$ cat src/rtl/baud_tx_pkg.sv
// Shared types and helpers for the baud-strobed serial transmitter family.
// Frame length is counted in baud periods: start + data + optional parity + stop.
package baud_tx_pkg;

   typedef enum logic [2:0] {
      IDLE,
      ARMED,
      START,
      DATA,
      PARITY,
      STOP
   } tx_state_t;

   localparam logic TX_IDLE_LEVEL = 1'b1;

   function automatic int frame_len(input int data_w, input int parity_en, input int stop_bits);
      return 1 + data_w + parity_en + stop_bits;
   endfunction

endpackage

$ cat src/rtl/baud_tick_det.sv
// Rising-edge detector on the divider output, producing a one-cycle baud tick.
// Kept separate so the receive side can share the same strobe logic.
module baud_tick_det (
   input  logic clk_in,
   input  logic rst,
   input  logic baud_clk,
   output logic tick
);

   logic baud_q;

   always_ff @(posedge clk_in or negedge rst) begin
      if (!rst) begin
         baud_q <= 1'b0;
      end else begin
         baud_q <= baud_clk;
      end
   end

   assign tick = baud_clk & ~baud_q;

endmodule

$ cat src/rtl/baud_serial_tx.sv
// UART-style byte-serial transmitter: valid/ready word input, LSB-first frame on tx,
// every line transition aligned to a tick derived from the divider's square wave.
module baud_serial_tx
   import baud_tx_pkg::*;
#(
   parameter int DATA_W     = 8,
   parameter int PARITY_EN  = 0,
   parameter int PARITY_ODD = 0,
   parameter int STOP_BITS  = 1
) (
   input  logic              clk_in,
   input  logic              rst,
   input  logic              baud_clk,
   input  logic [DATA_W-1:0] in_data,
   input  logic              in_valid,
   output logic              in_ready,
   output logic              tx,
   output logic              busy,
   output logic              frame_done
);

   localparam int CNT_W = $clog2(DATA_W) + 1;
   localparam logic [CNT_W-1:0] LAST_BIT = CNT_W'(DATA_W - 1);
   localparam logic [1:0] LAST_STOP = 2'(STOP_BITS - 1);

   tx_state_t         state_q;
   tx_state_t         state_d;
   logic              tick;
   logic              accept;
   logic              last_bit;
   logic              last_stop;
   logic [DATA_W-1:0] sr;
   logic              parity_q;
   logic [CNT_W-1:0]  bit_cnt;
   logic [1:0]        stop_cnt;

   baud_tick_det u_tick (
      .clk_in   (clk_in),
      .rst      (rst),
      .baud_clk (baud_clk),
      .tick     (tick)
   );

   assign last_bit  = (bit_cnt == LAST_BIT);
   assign last_stop = (stop_cnt == LAST_STOP);

   // NOTE: sequential state uses non-blocking assignments so every register samples pre-edge values.
   always_ff @(posedge clk_in or negedge rst) begin
      if (!rst) begin
         state_q <= IDLE;
      end else begin
         state_q <= state_d;
      end
   end

   // NOTE: state_d gets a default before the case so no path leaves it unassigned (no latch).
   always_comb begin
      state_d = state_q;
      unique case (state_q)
         IDLE:    if (accept) state_d = ARMED;
         ARMED:   if (tick) state_d = START;
         START:   if (tick) state_d = DATA;
         DATA:    if (tick && last_bit) state_d = (PARITY_EN != 0) ? PARITY : STOP;
         PARITY:  if (tick) state_d = STOP;
         STOP:    if (tick && last_stop) state_d = IDLE;
         default: state_d = IDLE;
      endcase
   end

   always_comb begin
      in_ready = (state_q == IDLE) & rst;
      busy     = (state_q != IDLE);
      accept   = in_valid & in_ready;
   end

   // Line driver: tx only moves on tick cycles, so each bit lasts exactly one baud period.
   always_ff @(posedge clk_in or negedge rst) begin
      if (!rst) begin
         sr         <= '0;
         parity_q   <= 1'b0;
         bit_cnt    <= '0;
         stop_cnt   <= '0;
         tx         <= TX_IDLE_LEVEL;
         frame_done <= 1'b0;
      end else begin
         frame_done <= 1'b0;
         if (accept) begin
            sr       <= in_data;
            parity_q <= (PARITY_ODD != 0) ? ~^in_data : ^in_data;
         end else if (tick) begin
            unique case (state_q)
               ARMED: tx <= 1'b0;
               START: begin
                  tx      <= sr[0];
                  sr      <= sr >> 1;
                  bit_cnt <= '0;
               end
               DATA: begin
                  if (last_bit) begin
                     if (PARITY_EN != 0) begin
                        tx <= parity_q;
                     end else begin
                        tx       <= TX_IDLE_LEVEL;
                        stop_cnt <= '0;
                     end
                  end else begin
                     tx      <= sr[0];
                     sr      <= sr >> 1;
                     bit_cnt <= bit_cnt + 1'b1;
                  end
               end
               PARITY: begin
                  tx       <= TX_IDLE_LEVEL;
                  stop_cnt <= '0;
               end
               STOP: begin
                  if (last_stop) begin
                     frame_done <= 1'b1;
                  end else begin
                     stop_cnt <= stop_cnt + 1'b1;
                  end
               end
               default: ;
            endcase
         end
      end
   end

endmodule
$ cat config.mk
export PLATFORM = sky130hd
export DESIGN_NAME = baud_serial_tx
export DESIGN_NICKNAME = d
export VERILOG_FILES = /design/src/rtl/baud_tx_pkg.sv /design/src/rtl/baud_tick_det.sv /design/src/rtl/baud_serial_tx.sv
export SDC_FILE = /design/constraint.sdc
export NUM_CORES = 1
export LEC_CHECK = 0
export CAP_MARGIN = 0
export CELL_PAD_IN_SITES_DETAIL_PLACEMENT = 0
export CELL_PAD_IN_SITES_GLOBAL_PLACEMENT = 2
export CORE_AREA = 2 2 60 62
export DETAILED_ROUTE_END_ITERATION = 7
export DIE_AREA = 0 0 62 64
export MAX_ROUTING_LAYER = met4
export PLACE_DENSITY = 0.81
export SETUP_SLACK_MARGIN = 0.2
export SYNTH_ARGS = -nofsm -noshare
export SYNTH_HDL_FRONTEND = slang
export SYNTH_SLANG_ARGS = --single-unit
export TNS_END_PERCENT = 100
$ cat constraint.sdc
create_clock -name clk_in -period 1.9 [get_ports clk_in]
set_clock_uncertainty 0.05 [all_clocks]
set_input_delay 0.285 -clock clk_in [delete_from_list [all_inputs] [get_ports clk_in]]
set_output_delay 0.285 -clock clk_in [all_outputs]
set_load 0.01 [all_outputs]
==> run metrics, run 1 <==
RSZ-0062 raised after global routing=yes; share of layout cells above drive strength 1=0.214; initial antenna violation count=0; Reg clk slew, reported paths=120 ps; Remaining Overflow, GRT=0; Sum Neg Setup Slack=0 ps; Post-DP HPWL=1840 um; Post-Syn Area=1090 um2; Max Clock Freq=607 MHz; syn_nets=116; final core occ=0.430; die span in y=64 um; initial DRC count=29; final hold vios=0; Final GP Congestion=0.759; placed cells=167; fraction of registers with async set or reset after synthesis=1.00; Worst VDD drop=0.000329 V; Yosys reg bits=20; setup violators final=0; largest net degree at the start of global routing=15; Clock Sinks=20; TritonCTS clock tree=built; Clock Latency Late Sink=300 ps; data arrival time of the critical path=1790 ps; worst slew pin tran=350 ps; area of the multi-input gates=544 um2; ANT cells=0; Tcrit/Tclk final=0.867; remaining antenna violation count after routing=0; filler cell count=334; Vias=899; run status=finished clean; crit path max fanout=8; Avg Cell Area, Syn=10.7 um2; Hold WC Path Type=in2async; vias per cell=5.08; Synth Warn #=0; Period minus WS final=1650 ps; # nets final=146; most frequent cells in the layout=dfrtp_1 (19), buf_4 (16), clkdlybuf4s50_1 (12); Longest Clk Path Bufs=2; CP Capture Type=flop; GRT Resource Usage Total=0.147; die area=3970 um2; WS Path Type=reg2reg; starting density of the core=0.333; Mapped Cells=102; wire per inst=14.6 um; width of the die=62 um; final wirelength=2580 um; first-pass GRT wire length=4220 um; Remaining DRCs=0; clock root buffer=clkbuf_4; post-synthesis sequential area ratio=0.459; Site Rows=21; CP Data Required Time=2040 ps; FF+latch area=502 um2; Slew headroom=0.765; synth top area cells=dfrtp_1 (43%), a221o_1 (6.4%), and3_1 (4.6%); Pre-antenna DRT Iters=4; vias in the first global route=899; Unique masters post-synth=40; core area=3280 um2; EDFF count, synth=0; Post-CTS Hold Buffers=0; commonest non-fill, non-tap cell in the layout=dfrtp_1; area delta synth->final=29.3%; cts bufs inserted=3; power per cell area=952 nW/um2; boundary pin count=16; Yosys top cell by area=dfrtp_1; H-tree levels=1; PortBufs=15; Max-Cap Viols=0; Leakage=0.639 nW; Slew Viols, Final=0; Main synth FF type=dfrtp_1; post-synth top area share=0.435; Startpoint Class=flop; final cell count without fillers=177
[sequential cells by signal, summed over array words and instances (netlist names)]
register	cells
sr	8
u_tick.baud_q	1
bit_cnt	4
frame_done	1
stop_cnt	2
tx	1
state_q	3
[metal layers]
| layer | vias up | routed length (um) | GRT usage |
|---|---|---|---|
| li1 | 444 | - | - |
| met1 | 446 | 1280 | 0.210 |
| met2 | 7 | 1230 | 0.206 |
| met3 | 2 | 44 | 0.0182 |
| met4 | 0 | 27 | 0.0638 |
| met5 | - | 0 | - |
[report_power, final]
part / switching [mW] / internal [mW]
clock network: 0.135 / 0.117
logic: 0.228 / 0.243
registers: 0.0858 / 0.537
[cell families after synthesis]
logic type,share of synthesized area
adders and majority gates,0.0229
buffers and inverters,0.0469
DFF,0.459
muxes,0.00915
AOI/OAI and AO/OA,0.214
and+or+nand+nor,0.248
[repair_timing]
item / 4_1_cts / 5_1_grt
pin swaps: 1 / 2
endpoints found under the setup margin: 3 / 10
hold endpoints to repair: 0 / 0
gates resized for setup: 6 / 4
setup buffers: 4 / 2
[area by class of cell]
class | count | area share
flip-flops and latches | 20 | 0.355
repair buffers | 31 | 0.183
clock buffers | 4 | 0.0257
inverters | 4 | 0.0106
multi-input cells | 72 | 0.385
well taps | 46 | 0.0407
[final timing paths]
check / startpoint / endpoint / slack (ps) / cells after the start
hold / removal: rst / bit_cnt[2] / 310 / 2
max in group asynchronous: rst / tx / 1250 / 2
min in group clk_in: stop_cnt[0] / stop_cnt[0] / 460 / 1
setup reg to reg: state_q[2] / sr[2] / 250 / 5
setup / recovery: state_q[2] / sr[2] / 250 / 5
hold reg to reg: stop_cnt[0] / stop_cnt[0] / 460 / 1
[critical path, cell delays in order (launching register included)]
cell	delay (ps)
dfrtp_1	410
buf_4	160
and4bb_4	350
a22oi_2	110
buf_4	160
a221o_1	290
[synthesized netlist by cell type (3+ instances only)]
master / count
and3_1: 8
a221o_1: 7
and2_1: 5
dfrtp_1: 19
nand3b_1: 3
nand2b_1: 6
nor2_1: 5
o211ai_1: 3
inv_1: 4
a21oi_1: 4
o2bb2ai_1: 3
[through the flow]
step                      power (mW)  hold WS (ps)  worst slack, ps  instance area, um2
after floorplan                0.938         -60.6              436                1090
after global placement          1.07           422             38.8                1340
after detailed placement        1.08           437             34.7                1340
after CTS                       1.34           327              157                1410
after global routing            1.46           331              177                1410
final                           1.35           312              252                1410
Note: power is estimated with default switching activity, not from simulation.
==> inputs of run 2 (changes only) <==
Settings changed: RECOVER_POWER from default to 50.
==> run 2 against run 1 <==
Effect of this change:
- global-route usage stayed put
- critical endpoint unchanged
- largest power group unchanged
- sequential share of layout area is 0.19 points higher
- register-to-register slack hardly changed
- die area stayed put
- final area is 0.53% lower
- largest cell class unchanged
- final cell count stayed put
- combinational power hardly changed
- wire length hardly changed
- critical path depth stayed put
- via count stayed put
==> run metrics, run 2 (synthesis results as in run 1) <==
H-tree levels=1 (unchanged); RSZ-0062 raised after global routing=yes; data arrival time of the critical path=1790 ps (about the same); Pre-antenna DRT Iters=4 (unchanged); CP Data Required Time=2040 ps (about the same); area delta synth->final=28.6%; Combinational Power Share=0.349 (-0.002); core area=3280 um2 (unchanged); Slew Viols, Final=0 (unchanged); run status=finished clean; Startpoint Class=flop; CP peak stage delay=410 ps (about the same); vias per cell=5.08 (unchanged); Crit path top cell by count=buf_4; Site Rows=21 (unchanged); largest net degree at the start of global routing=15 (unchanged); Crit path max-delay family=flip-flops; die span in y=64 um (unchanged); Remaining DRCs=0 (unchanged); Slew headroom=0.644 (-0.120); CP Capture Type=flop; R2R Path Start=state_q[2]; register share of total power=0.464 (about the same); power per cell area=955 nW/um2 (+0.33%); setup violators final=0 (unchanged); Vias=899 (unchanged); Reg-to-Reg End=sr[2]; width of the die=62 um (unchanged); boundary pin count=16 (unchanged); cts bufs inserted=3 (unchanged); share of layout cells above drive strength 1=0.198 (-0.0153); Reg clk slew, reported paths=120 ps (about the same); Max-Cap Viols=0 (unchanged); Post-DP HPWL=1840 um (unchanged); final hold vios=0 (unchanged); initial DRC count=30 (+3.4%); Int Power=0.894 mW (-0.30%); clock root buffer=clkbuf_4; critical-path cell list=buf_4 > and4bb_4 > a22oi_2 > buf_4 > a221o_1; Largest Register=sr; first-pass GRT wire length=4220 um (unchanged); Leakage=0.633 nW (-1.1%); Net Sw Frac=0.334 (+0.000651); crit path max fanout=8 (unchanged); Pwr Total=1.34 mW (-0.20%); # nets final=146 (unchanged); Hold WC Path Type=in2async; most frequent cells in the layout=dfrtp_1 (19), buf_4 (14), clkdlybuf4s50_1 (10); PortBufs=15 (unchanged); Longest Clk Path Bufs=2 (unchanged); largest registers=sr (8), bit_cnt (4), state_q (3); initial antenna violation count=0 (unchanged); crit path buf inv count=2 (unchanged); Slowest-stage cell, CP=dfrtp_1; Fin Hold WS=391 ps (+79.6 ps); Remaining Overflow, GRT=0 (unchanged); Tcrit/Tclk final=0.867 (about the same); switching power=0.448 mW (about the same); Final GP Congestion=0.759 (unchanged); max reg flops=8 (unchanged); vias in the first global route=899 (unchanged); Clock Sinks=20 (unchanged); starting density of the core=0.333 (unchanged); worst slew pin tran=534 ps (+184 ps); Max Clock Freq=607 MHz (about the same); Period minus WS final=1650 ps (-0.613 ps); Reg2Reg Setup Slack=250 ps (about the same); final cell count without fillers=177 (unchanged); ANT cells=0 (unchanged); final wirelength=2590 um (about the same); Worst VDD drop=0.000329 V (about the same); filler cell count=336 (+0.60%); final core occ=0.428 (-0.00229); remaining antenna violation count after routing=0 (unchanged); Clock Latency Late Sink=300 ps (about the same); GRT Resource Usage Total=0.147 (unchanged); Clock power frac=0.187 (about the same); die area=3970 um2 (unchanged); WS Path Type=reg2reg; commonest non-fill, non-tap cell in the layout=dfrtp_1; worst-case reg-to-reg path depth=5 (unchanged); Sum Neg Setup Slack=0 ps (unchanged); TritonCTS clock tree=built; placed cells=167 (unchanged); wire per inst=14.6 um (about the same)
[run 2: through the flow]
step / setup WS [ps] / area, um2
2_1_floorplan: 436 / 1090
3_3_place_gp: 38.8 / 1340
3_5_place_dp: 34.7 / 1340
4_1_cts: 157 / 1410
5_1_grt: 177 / 1410
6_report: 253 / 1410
[run 2: power groups by stage]
stage | sequential [mW] | clock, mW | combinational, mW
floorplan | 0.608 | 0 | 0.329
global placement | 0.632 | 0 | 0.433
detailed placement | 0.634 | 0 | 0.442
CTS | 0.623 | 0.259 | 0.461
global route | 0.641 | 0.289 | 0.523
finish | 0.622 | 0.251 | 0.469
[run 2: how the worst max path moves through the flow]
stage | from | endpoint | slack (ps) | cells after the start
after global routing | state_q[2] | in_ready | 180 | 4
after CTS | state_q[0] | in_ready | 160 | 4
after detailed placement | baud_clk | sr[5] | 30 | 4
final | state_q[2] | sr[2] | 250 | 5
after floorplan | bit_cnt[0] | sr[4] | 440 | 5
after global placement | rst | in_ready | 40 | 3
[run 2: timing repair]
item,4_1_cts,5_1_grt
hold buffers,0,0
pin swaps,1,2
buffers inserted,4,2
setup endpoints to repair,3,10
resized for setup,6,4
[run 2: cell type report]
cell class / count / area [um2] / share of cell area
Clock buffer: 4 / 36.3 / 0.0258
Sequential cell: 20 / 502 / 0.357
Tap cell: 46 / 57.6 / 0.0409
Inverter: 4 / 15.0 / 0.0107
Multi-Input combinational cell: 72 / 544 / 0.387
Timing Repair Buffer: 31 / 251 / 0.179
[run 2: layer usage]
layer	GRT usage	up-vias	share of wire
li1	-	443	-
met1	0.210	445	0.50
met2	0.206	9	0.48
met5	-	-	0
met4	0.0638	0	0.010
met3	0.0182	2	0.018
